**config.mk**
```make
export PLATFORM = sky130hd
export DESIGN_NAME = fc_stream_host
export DESIGN_NICKNAME = d
export VERILOG_FILES = /design/src/rtl/fc_stream_host.sv
export SDC_FILE = /design/constraint.sdc
export NUM_CORES = 1
export LEC_CHECK = 0
export BUFFER_PORTS_ARGS = -buffer_cell sky130_fd_sc_hd__buf_2
export CORE_MARGIN = 4
export CORE_UTILIZATION = 53
export CTS_BUF_LIST = sky130_fd_sc_hd__clkbuf_16
export DETAILED_ROUTE_END_ITERATION = 8
export PLACE_DENSITY = 0.75
export SYNTH_ARGS = -nofsm -noshare
export SYNTH_HDL_FRONTEND = slang
export SYNTH_SLANG_ARGS = --single-unit
```
**constraint.sdc**
```tcl
create_clock -name clk -period 2.6 [get_ports clk]
set_input_delay 0 -clock clk [delete_from_list [all_inputs] [get_ports clk]]
set_output_delay 0 -clock clk [all_outputs]
set_load 0.02 [all_outputs]
```
**src/rtl/fc_stream_host.sv**
```systemverilog
// Stream host for one fc layer: sends an N-word vector on the master side,
// then captures M result words from the slave side into a readable buffer.
module fc_stream_host #(
    parameter int          WIDTH    = 16,
    parameter int          N        = 4,
    parameter int          M        = 8,
    parameter logic [7:0]  THROTTLE = 8'hFF
) (
    input  logic                 clk,
    input  logic                 reset,
    input  logic                 vec_wr_en,
    input  logic [$clog2(N)-1:0] vec_wr_addr,
    input  logic [WIDTH-1:0]     vec_wr_data,
    input  logic                 start,
    output logic                 busy,
    output logic                 done,
    input  logic [$clog2(M)-1:0] res_rd_addr,
    output logic [WIDTH-1:0]     res_rd_data,
    output logic                 m_valid,
    input  logic                 m_ready,
    output logic [WIDTH-1:0]     m_data,
    input  logic                 s_valid,
    output logic                 s_ready,
    input  logic [WIDTH-1:0]     s_data
);
    localparam int NW = $clog2(N);
    localparam int MW = $clog2(M);

    localparam logic [2:0] IDLE  = 3'd0;
    localparam logic [2:0] FETCH = 3'd1;
    localparam logic [2:0] SEND  = 3'd2;
    localparam logic [2:0] RECV  = 3'd3;
    localparam logic [2:0] DONE  = 3'd4;

    logic [2:0]       state;
    logic [NW-1:0]    send_cnt;
    logic [NW-1:0]    send_nxt;
    logic [MW-1:0]    recv_cnt;
    logic [7:0]       pattern;
    logic [WIDTH-1:0] vec [N];
    logic [WIDTH-1:0] res [M];
    logic             m_fire;
    logic             s_fire;

    // Status and handshakes decode straight from registers, never from inputs.
    assign busy     = (state != IDLE);
    assign done     = (state == DONE);
    assign s_ready  = (state == RECV) && pattern[0];
    assign m_fire   = m_valid && m_ready;
    assign s_fire   = s_valid && s_ready;
    assign send_nxt = send_cnt + NW'(1);

    // Run sequencing, send-side prefetch and receive throttle rotation.
    always_ff @(posedge clk) begin
        if (reset) begin
            state    <= IDLE;
            send_cnt <= '0;
            recv_cnt <= '0;
            pattern  <= THROTTLE;
            m_valid  <= 1'b0;
            m_data   <= '0;
        end else begin
            case (state)
                IDLE: begin
                    if (start) begin
                        state    <= FETCH;
                        send_cnt <= '0;
                        recv_cnt <= '0;
                    end
                end
                FETCH: begin
                    m_data  <= vec[0];
                    m_valid <= 1'b1;
                    state   <= SEND;
                end
                SEND: begin
                    if (m_fire) begin
                        if (send_cnt == NW'(N - 1)) begin
                            m_valid <= 1'b0;
                            state   <= RECV;
                        end else begin
                            send_cnt <= send_nxt;
                            m_data   <= vec[send_nxt];
                        end
                    end
                end
                RECV: begin
                    pattern <= {pattern[0], pattern[7:1]};
                    if (s_fire) begin
                        if (recv_cnt == MW'(M - 1)) begin
                            state <= DONE;
                        end else begin
                            recv_cnt <= recv_cnt + MW'(1);
                        end
                    end
                end
                DONE: begin
                    state <= IDLE;
                end
                default: begin
                    state   <= IDLE;
                    m_valid <= 1'b0;
                end
            endcase
        end
    end

    // Input vector is writable only between runs; contents survive reset.
    always_ff @(posedge clk) begin
        if (vec_wr_en && !busy) begin
            vec[vec_wr_addr] <= vec_wr_data;
        end
    end

    // Result capture; words already stored survive a mid-run reset.
    always_ff @(posedge clk) begin
        if (s_fire && !reset) begin
            res[recv_cnt] <= s_data;
        end
    end

    // Registered result read port, old data on a same-cycle write.
    always_ff @(posedge clk) begin
        if (reset) begin
            res_rd_data <= '0;
        end else begin
            res_rd_data <= res[res_rd_addr];
        end
    end
endmodule
```
==> results of run 1 <==
==> what timing repair did <==
action | in CTS | in global routing
endpoints found under the hold margin | 196 | 0
hold buffers | 35 | 0
setup buffers | 0 | 0
==> layer usage <==
layer	share of wire, %	GRT usage [%]	vias up
met5	0	0	-
met4	1.7	5.46	0
met3	5.8	3.28	32
met2	53	33.3	170
met1	40	22.8	2604
li1	-	-	2414
==> Yosys cell counts (all sizes together) (2+ instances only) <==
library cell,instances
a211o,2
dfxtp,49
nand3,12
inv,5
o311ai,2
buf,23
mux2i,32
a32o,15
edfxtp,192
nor3b,16
a211oi,2
nand2b,7
ha,3
nand2,20
o21ai,17
a21oi,17
mux4,32
nand3b,3
nor3,11
nor2,64
nor2b,2
clkbuf,9
mux2,2
==> kinds of logic after synthesis <==
| kind of cell | Yosys count | synth area share, % |
|---|---|---|
| AO/OA/AOI/OAI | 65 | 4.97 |
| adder cells (fa/ha/maj) | 3 | 0.406 |
| buffers and inverters | 37 | 2.19 |
| flip-flops | 241 | 73.0 |
| multiplexers | 66 | 11.5 |
| AND/OR/NAND/NOR | 139 | 7.95 |
==> power groups by stage <==
stage / Combinational [mW] / Clock, mW / Sequential, mW
final: 1.27 / 3.67 / 4.50
after global routing: 1.38 / 3.91 / 4.52
after CTS: 1.28 / 3.73 / 4.50
after detailed placement: 1.23 / 0 / 4.58
after global placement: 1.18 / 0 / 4.57
after floorplan: 0.766 / 0 / 4.67
==> metrics by stage <==
stage / worst slack, ns / utilization, % / total power, mW
finish: 0.385 / 64.9 / 9.44
global route: 0.257 / 64.9 / 9.81
CTS: 0.383 / 64.9 / 9.51
detailed placement: 0.394 / 57.8 / 5.81
global placement: 0.487 / 57.8 / 5.75
floorplan: 0.145 / - / 5.44
==> final cells by class <==
cell class                 count  area, um2  area share (%)
clock buffer                  25        626            5.61
tap                          225        282            2.52
clock inverter                21        239            2.14
inverter                       5       18.8           0.168
sequential                   241       6750            60.5
multi-input combinational    273       2310            20.8
timing repair buffer         137        921            8.26
antenna                        1       2.50          0.0224
==> sequential cells by signal, summed over array words and instances, names as in the netlist <==
signal,flops
m_data,16
recv_cnt,3
res_rd_data,16
pattern,8
state,3
res,128
send_cnt,2
m_valid,1
vec,64
==> worst paths after layout <==
kind / to / slack [ns] / cells after the start
setup reg to reg: m_data[11] / 0.38 / 5
hold / removal: state[2] / 0.04 / 4
setup / recovery: m_data[11] / 0.38 / 5
hold reg to reg: m_data[0] / 0.46 / 1
==> layout by cell type (no fill, tap or decap), types with 4 or more instances in the layout <==
master / n
nor2_1: 62
clkbuf_16: 25
nand2_1: 20
buf_4: 24
o21ai_1: 16
nor3_1: 7
a32o_1: 15
mux2i_1: 32
nor3b_2: 9
nand3_1: 12
a21oi_1: 17
dlygate4sd3_1: 35
dfxtp_1: 49
mux4_2: 32
bufinv_16: 5
buf_2: 78
nor3_2: 4
nor3b_1: 6
nand2b_1: 7
clkinv_1: 8
inv_1: 7
edfxtp_1: 192
==> worst reg2reg max path: cells and delay by family, from the launching register on <==
kind / cells / cell delay [ns]
buffers and inverters: 1 / 0.32
AOI/OAI and AO/OA: 2 / 0.35
and+or+nand+nor: 2 / 0.88
DFF: 1 / 0.56
==> results by group, run 1 <==
Run status
  • Outcome: finished clean

Drt
  • 1st-iter DRT viols: ~380
  • Vias post-DR: 5220
  • DRT antenna net count: 0
  • Vias/cell: between 5 and 6
  • Final wirelength: about 18000 um
  • Wire per inst: roughly 20 um
  • DRC Markers: 0
  • TritonRoute pass-1 iters: 5

Clock tree
  • CTS buffer count: 25
  • Clock tree from TritonCTS: yes
  • Root Buffer: clkbuf_16
  • Worst-Skew Late Latency: between 0.5 and 0.6 ns
  • Clock tree buffer depth: 3
  • Clock sink count: between 200 and 250
  • H-tree levels: 1
  • Clock slew at reported path FFs: roughly 0.060 ns
  • CTS resizes: 0

Pwr
  • VDD IR-drop max: 0.000654 V
  • PwrDens: around 850 nW/um2
  • P_int: 7.13 mW
  • Clk pwr share: roughly two fifths
  • Switching power: approximately 2.3 mW
  • Static Leak: slightly below 4 nW
  • Sequential share of power: approximately 48%
  • Gate power share: between 10% and 20%
  • Sw Share: between 20% and 30%

Placement
  • Buffers added on ports: between 70 and 80
  • HPWL Detailed: 10900 um
  • Gpl congestion: 0.789
  • # placed instances: roughly 850
  • Area of placed instances: 9930 um2

Setup path
  • Crit path buf inv count: 1
  • CP max FO: 14
  • CP startpoint: state[1]
  • Critical path arrival: roughly 2.6 ns
  • Family with the most delay on the worst path: simple AND/OR/NAND/NOR gates
  • Crit Path Category: reg -> reg
  • Crit path max-delay cell type: or3b_1
  • WP data required: around 3 ns
  • Worst R2R Start: state[1]
  • Crit-path cells: or3b_1 > buf_4 > nor3b_2 > o21ai_1 > a32o_1
  • Critical Path Sink Type: register
  • Type of origin of the critical path: register
  • Max incr delay on CP: just over 0.7 ns

Synthesis
  • Syn nets: a little under 600
  • Post-synthesis cell area: slightly above 9000 um2
  • #FFs+latches synth: roughly 240
  • Seq/Total Area, Yosys: about 73%
  • Post-synth top area share: approximately 62%
  • Distinct cells, synth: 46
  • Ys async rst share: 0%
  • Post-Synthesis Cells: around 550
  • Synth warn: 0
  • Area contributors post-synth: edfxtp_1 62%, dfxtp_1 11%, mux4_2 7.8%, mux2i_1 3.5%, nor2_1 2.5%
  • Main synth FF type: edfxtp_1
  • Synth area leader: edfxtp_1
  • Mean Syn Cell Area: 16.8 um2
  • EDFF count, synth: 192

Timing
  • Final setup fails: 0
  • Fmax: 451 MHz
  • Slew @ Worst Pin: between 0.7 and 0.8 ns
  • Max-slew violations: 0
  • Crit share post-route: a little under nine tenths
  • Setup TNS: 0 ns
  • Final Hold Viols: 0
  • Max transition margin: a little under half
  • Final Critical Period: 2.22 ns
  • RSZ-0062 raised after global routing: false
  • Clk_skew: about 0.015 ns
  • Tightest hold margin: roughly 0.037 ns

Die
  • I/O Pins: 79
  • Die W: 140 um
  • Core Rows: 48
  • Core outline area: about 17000 um2
  • DIE AREA: approximately 20000 um2
  • Initial Utilization: roughly 54%
  • Die Ht: approximately 140 um

Layout
  • Fraction of layout cells with a size suffix above 1: between 20% and 30%
  • Syn-to-layout area delta: 20.6%
  • Non-filler instance count after layout: just over 900
  • Post-route cell area: approximately 11000 um2
  • NumNets Final: between 700 and 800
  • FILL cells: between 1000 and 1500

Global routing
  • First-pass GRT wire length: approximately 29000 um
  • Largest net degree at the start of global routing: 50
  • Total gr overflow: 0
  • GRT Resource Usage Total: 18.4%
  • Vias in the first global route: about 5500
  • Initial antenna violation count: 1

Min path
  • Worst min-delay path category: in -> reg
  • Hold Path Origin: s_valid

Job
  • Max_cap viols: 0
(Power assumes the default switching activity.)
==> inputs of run 2 (changes only) <==
--- a/config.mk
+++ b/config.mk
@@ -7,10 +7,10 @@
 export LEC_CHECK = 0
 export BUFFER_PORTS_ARGS = -buffer_cell sky130_fd_sc_hd__buf_2
 export CORE_MARGIN = 4
-export CORE_UTILIZATION = 53
+export CORE_UTILIZATION = 40
 export CTS_BUF_LIST = sky130_fd_sc_hd__clkbuf_16
 export DETAILED_ROUTE_END_ITERATION = 8
-export PLACE_DENSITY = 0.75
+export SKIP_CTS_REPAIR_TIMING = 1
 export SYNTH_ARGS = -nofsm -noshare
 export SYNTH_HDL_FRONTEND = slang
 export SYNTH_SLANG_ARGS = --single-unit
==> run 2 against run 1 <==
  * Utilization is 16 points lower
  * Largest cell class unchanged
  * Clock power decreased by 11%
  * Hold slack got worse by 0.016 ns
  * Combinational power barely moved
==> results by group, run 2 (synthesis gave the netlist of run 1 again) <==
Timing
  • Final setup fails: 0 (unchanged)
  • Final Critical Period: 2.09 ns (-0.123 ns)
  • Final Hold Viols: 0 (unchanged)
  • Slew @ Worst Pin: 0.829 ns (+0.0309 ns)
  • Clk_skew: 0.0138 ns (-0.000980 ns)
  • RSZ-0062 raised after global routing: false
  • Max-slew violations: 0 (unchanged)
  • Tightest hold margin: 0.0211 ns (-0.0157 ns)
  • Crit share post-route: 80.5% (-4.7 points)
  • Setup TNS: 0 ns (unchanged)
  • Fmax: 478 MHz (+5.9%)
  • Max transition margin: 44.7% (-2.1 points)

Clock tree
  • H-tree levels: 1 (unchanged)
  • Clock tree buffer depth: 3 (unchanged)
  • Clock tree from TritonCTS: yes
  • Clock sink count: 241 (unchanged)
  • Clock slew at reported path FFs: 0.06 ns (about the same)
  • Worst-Skew Late Latency: 0.52 ns (about the same)
  • CTS buffer count: 26 (+4.0%)
  • Root Buffer: clkbuf_16

Layout
  • Commonest non-fill, non-tap cell in the layout: edfxtp_1
  • Most frequent cells in the layout: 192 x edfxtp_1, 78 x buf_2, 62 x nor2_1
  • Biggest register: res
  • Antenna fix cells: 0 (-1)
  • Non-filler instance count after layout: 989 (+6.6%)
  • Fraction of layout cells with a size suffix above 1: 26.3% (-0.50 points)
  • Biggest regs: res x128, vec x64
  • Syn-to-layout area delta: 20.7% (about the same)
  • Largest register FFs: 128 (unchanged)
  • NumNets Final: 730 (+0.14%)
  • Post-route cell area: 11200 um2 (about the same)

Setup path
  • Critical path arrival: 2.29 ns (-0.33 ns)
  • Crit Path Category: reg -> reg
  • WP data required: 2.80 ns (-0.21 ns)
  • Type of origin of the critical path: register
  • CP startpoint: state[0]
  • Setup slack, reg-to-reg: 0.51 ns (+0.12 ns)
  • Worst R2R Start: state[0]
  • Critical Path Sink Type: register
  • Critical R2R Capture: vec[1][10]
  • CP max FO: 17 (+3)
  • Reg2reg path depth: 4 (-1)

Job
  • Max_cap viols: 0 (unchanged)

Die
  • I/O Pins: 79 (unchanged)
  • Core outline area: 22700 um2 (+32%)
  • Initial Utilization: 40.7% (-13 points)
  • Die Ht: 160 um (+14%)
  • Core Rows: 55 (+15%)
  • Die W: 160 um (+14%)
  • DIE AREA: 25600 um2 (+31%)

Drt
  • Final wirelength: 18600 um (+2.2%)
  • Vias/cell: 5.10 (-9.3%)
  • 1st-iter DRT viols: 377 (-1.6%)
  • DRT antenna net count: 0 (unchanged)
  • Wire per inst: 18.8 um (-4.1%)
  • TritonRoute pass-1 iters: 7 (+2)
  • Vias post-DR: 5044 (-3.4%)
  • DRC Markers: 0 (unchanged)

Pwr
  • PwrDens: 812 nW/um2 (-4.1%)
  • VDD IR-drop max: 0.000522 V (-20%)
  • Static Leak: 3.93 nW (-0.32%)

Global routing
  • Initial antenna violation count: 0 (-1)
  • Largest net degree at the start of global routing: 50 (unchanged)
  • Total gr overflow: 0 (unchanged)
  • First-pass GRT wire length: 29500 um (+2.8%)
  • Vias in the first global route: 5298 (-3.3%)
  • GRT Resource Usage Total: 14.4% (-4.0 points)

Min path
  • Worst min-delay path category: in -> reg
  • Hold Path Origin: start
  • Worst Hold End: send_cnt[1]
  • Worst hold path depth: 5 (+1)

Placement
  • Gpl congestion: 0.811 (+2.8%)
  • Area of placed instances: 10000 um2 (+0.93%)
  • Buffers added on ports: 78 (unchanged)
  • # placed instances: 905 (+7.0%)
  • HPWL Detailed: 11200 um (+3.1%)

Run status
  • Outcome: finished clean
-- run 2: metrics by stage --
step | total power [mW] | setup WS (ns) | util, %
global route | 9.49 | 0.260 | 49.1
finish | 9.06 | 0.508 | 49.1
global placement | 5.78 | 0.602 | 44.1
detailed placement | 5.83 | 0.525 | 44.1
CTS | 9.13 | 0.521 | 47.5
floorplan | 5.44 | 0.145 | -
-- run 2: worst max path at each step --
stage               slack, ns         end  cells after the start
floorplan                0.15   vec[0][0]                      5
global placement         0.60   vec[0][6]                      4
detailed placement       0.53   vec[1][9]                      4
CTS                      0.52   vec[1][8]                      4
global route             0.26   vec[1][8]                      4
finish                   0.51  vec[1][10]                      4
-- run 2: routing by layer --
layer | vias to the layer above | GRT usage, % | wire length (um) | part of all wire (%)
li1 | 2415 | - | - | -
met1 | 2494 | 19.4 | 8140 | 44
met2 | 112 | 24.1 | 9270 | 50
met3 | 23 | 3.35 | 928 | 5.0
met4 | 0 | 3.29 | 272 | 1.5
met5 | - | 0 | 0 | 0
-- run 2: worst max-delay path: stages, from the launching register on --
cell	delay, ns
dfxtp_1	0.48
nor3_1	0.41
nand2_1	0.16
nor3_2	0.41
buf_4	0.33
-- run 2: area by class of cell --
cell class	count	area, um2
clock buffers	27	676
repair buffers	137	948
inverters	5	18.8
flip-flops and latches	241	6750
fillers	1907	11600
well taps	285	357
multi-input cells	273	2310
clock inverters	21	93.8
-- run 2: where the power goes --
part | internal (mW) | leakage, nW | switching, mW
clock | 1.87 | 0.409 | 1.41
sequential | 4.38 | 2.14 | 0.145
combinational | 0.490 | 1.38 | 0.759
total | 6.74 | 3.93 | 2.32
==> inputs of run 3 (changes only) <==
==> constraint.sdc (replaced) <==
create_clock -name clk -period 2 [get_ports clk]
set_input_delay 0 -clock clk [delete_from_list [all_inputs] [get_ports clk]]
set_output_delay 0 -clock clk [all_outputs]
set_load 0.02 [all_outputs]
==> run 3 against run 2 <==
  * Via count rose by 2.9%
  * Clock power up 31%
  * Die area is the same
==> results by group, run 3 (synthesis gave the netlist of run 1 again) <==
Setup path
  • WP data required: 2.00 ns (-0.80 ns)
  • CP startpoint: state[1]
  • CP Capture Point: s_ready
  • Setup slack, reg-to-reg: 0.21 ns (-0.30 ns)
  • Reg2reg path depth: 5 (+1)
  • Type of origin of the critical path: register
  • Crit Path Category: reg -> out
  • Worst R2R Start: state[2]
  • Critical path arrival: 1.79 ns (-0.50 ns)
  • Critical Path Sink Type: primary output
  • Critical R2R Capture: res[5][2]
  • CP max FO: 12 (-5)

Layout
  • Syn-to-layout area delta: 23.3%
  • Largest register FFs: 128 (unchanged)
  • Biggest regs: res x128, vec x64
  • NumNets Final: 738 (+1.1%)
  • Post-layout util: 50.2% (+1.1 points)
  • Antenna fix cells: 0 (unchanged)
  • Commonest non-fill, non-tap cell in the layout: edfxtp_1
  • Most frequent cells in the layout: 192 x edfxtp_1, 78 x buf_2, 54 x nor2_1
  • Biggest register: res
  • Fraction of layout cells with a size suffix above 1: 28.7% (+2.5 points)

Drt
  • Wire per inst: 18.9 um (+0.50%)
  • DRC Markers: 0 (unchanged)
  • DRT antenna net count: 0 (unchanged)
  • 1st-iter DRT viols: 291 (-23%)
  • Final wirelength: 18800 um (+1.1%)
  • Vias/cell: 5.22 (+2.3%)
  • TritonRoute pass-1 iters: 5 (-2)
  • Vias post-DR: 5192 (+2.9%)

Die
  • Core Rows: 55 (unchanged)
  • DIE AREA: 25600 um2 (unchanged)
  • Die W: 160 um (unchanged)
  • Die Ht: 160 um (unchanged)
  • Initial Utilization: 40.7% (unchanged)
  • Core outline area: 22700 um2 (unchanged)
  • I/O Pins: 79 (unchanged)

Timing
  • Final setup fails: 0 (unchanged)
  • Fmax: around 560 MHz
  • Max transition margin: 58.3% (+14 points)
  • Setup TNS: 0 ns (unchanged)
  • Final Critical Period: ~1.8 ns
  • Clk_skew: 0.0182 ns (+0.00439 ns)
  • Max-slew violations: 0 (unchanged)
  • Final Hold Viols: 0 (unchanged)
  • Slew @ Worst Pin: 0.625 ns (-0.203 ns)
  • Worst Slack Setup Final: 0.205 ns (-0.302 ns)
  • RSZ-0062 raised after global routing: false
  • Crit share post-route: about nine tenths

Min path
  • Worst min-delay path category: in -> reg

Global routing
  • GRT Resource Usage Total: 14.2% (-0.20 points)
  • Largest net degree at the start of global routing: 50 (unchanged)
  • Initial antenna violation count: 0 (unchanged)
  • Vias in the first global route: 5305 (+0.13%)
  • First-pass GRT wire length: 29300 um (-0.66%)
  • Total gr overflow: 0 (unchanged)

Clock tree
  • Clock sink count: 241 (unchanged)
  • Root Buffer: clkbuf_16
  • Clock tree from TritonCTS: yes
  • CTS buffer count: 26 (unchanged)
  • Worst-Skew Late Latency: 0.52 ns (about the same)
  • Clock tree buffer depth: 3 (unchanged)
  • Clock slew at reported path FFs: 0.06 ns (about the same)
  • H-tree levels: 1 (unchanged)

Pwr
  • PwrDens: 1050 nW/um2 (+29%)
  • Static Leak: 3.99 nW (+1.6%)
  • VDD IR-drop max: 0.000796 V (+53%)

Placement
  • Buffers added on ports: 78 (unchanged)
  • Gpl congestion: 0.779 (-3.9%)
  • Dpl ws: 0.217 ns (-0.308 ns)
  • HPWL Detailed: 11600 um (+3.1%)

Job
  • Max_cap viols: 0 (unchanged)

Run status
  • Outcome: finished clean
==> run 3: metal layers <==
layer / track usage (%) / part of all wire (%) / up-vias
li1: - / - / 2430
met1: 18.7 / 43 / 2602
met2: 24.6 / 51 / 137
met3: 2.66 / 4.8 / 23
met4: 3.29 / 1.5 / 0
met5: 0 / 0 / -
==> run 3: area by class of cell <==
type / count / area (um2)
timing repair buffer: 145 / 1150
multi-input combinational: 273 / 2350
tap: 285 / 357
clock inverter: 20 / 128
inverter: 5 / 18.8
fill: 1861 / 11300
clock buffer: 26 / 651
sequential: 241 / 6750
==> run 3: worst max-delay path, cell delays in order, from the launching register on <==
cell,delay [ns]
dfxtp_1,0.35
buf_4,0.18
nand2_1,0.10
nor2_1,0.14
buf_4,0.19
and2_1,0.15
buf_2,0.17
==> run 3: how the worst min path moves through the flow <==
stage	start	endpoint	slack (ns)	cells after the start
floorplan	s_data[0]	res[0][0]	0.1	0
global placement	vec_wr_data[6]	vec[3][6]	0.21	1
detailed placement	vec_wr_data[6]	vec[3][6]	0.22	1
CTS	vec_wr_data[1]	vec[0][1]	-0.32	1
global route	m_ready	state[0]	0.07	4
finish	s_valid	state[2]	0.03	4
==> run 3: report_power, final <==
| group | total, mW | internal, mW | switching (mW) |
|---|---|---|---|
| sequential | 5.84 | 5.70 | 0.140 |
| combinational | 1.78 | 0.719 | 1.07 |
| clock | 4.31 | 2.49 | 1.83 |
| total | 11.9 | 8.91 | 3.03 |
==> run 3: metrics by stage <==
step	hold slack, ns	total power, mW	area [um2]	cells
5_1_grt	0.0671	12.4	11400	995
3_3_place_gp	0.213	7.60	10300	913
6_report	0.0332	11.9	11400	995
4_1_cts	-0.317	12.0	11000	959
2_1_floorplan	0.0989	7.07	9290	551
3_5_place_dp	0.218	7.67	10300	913
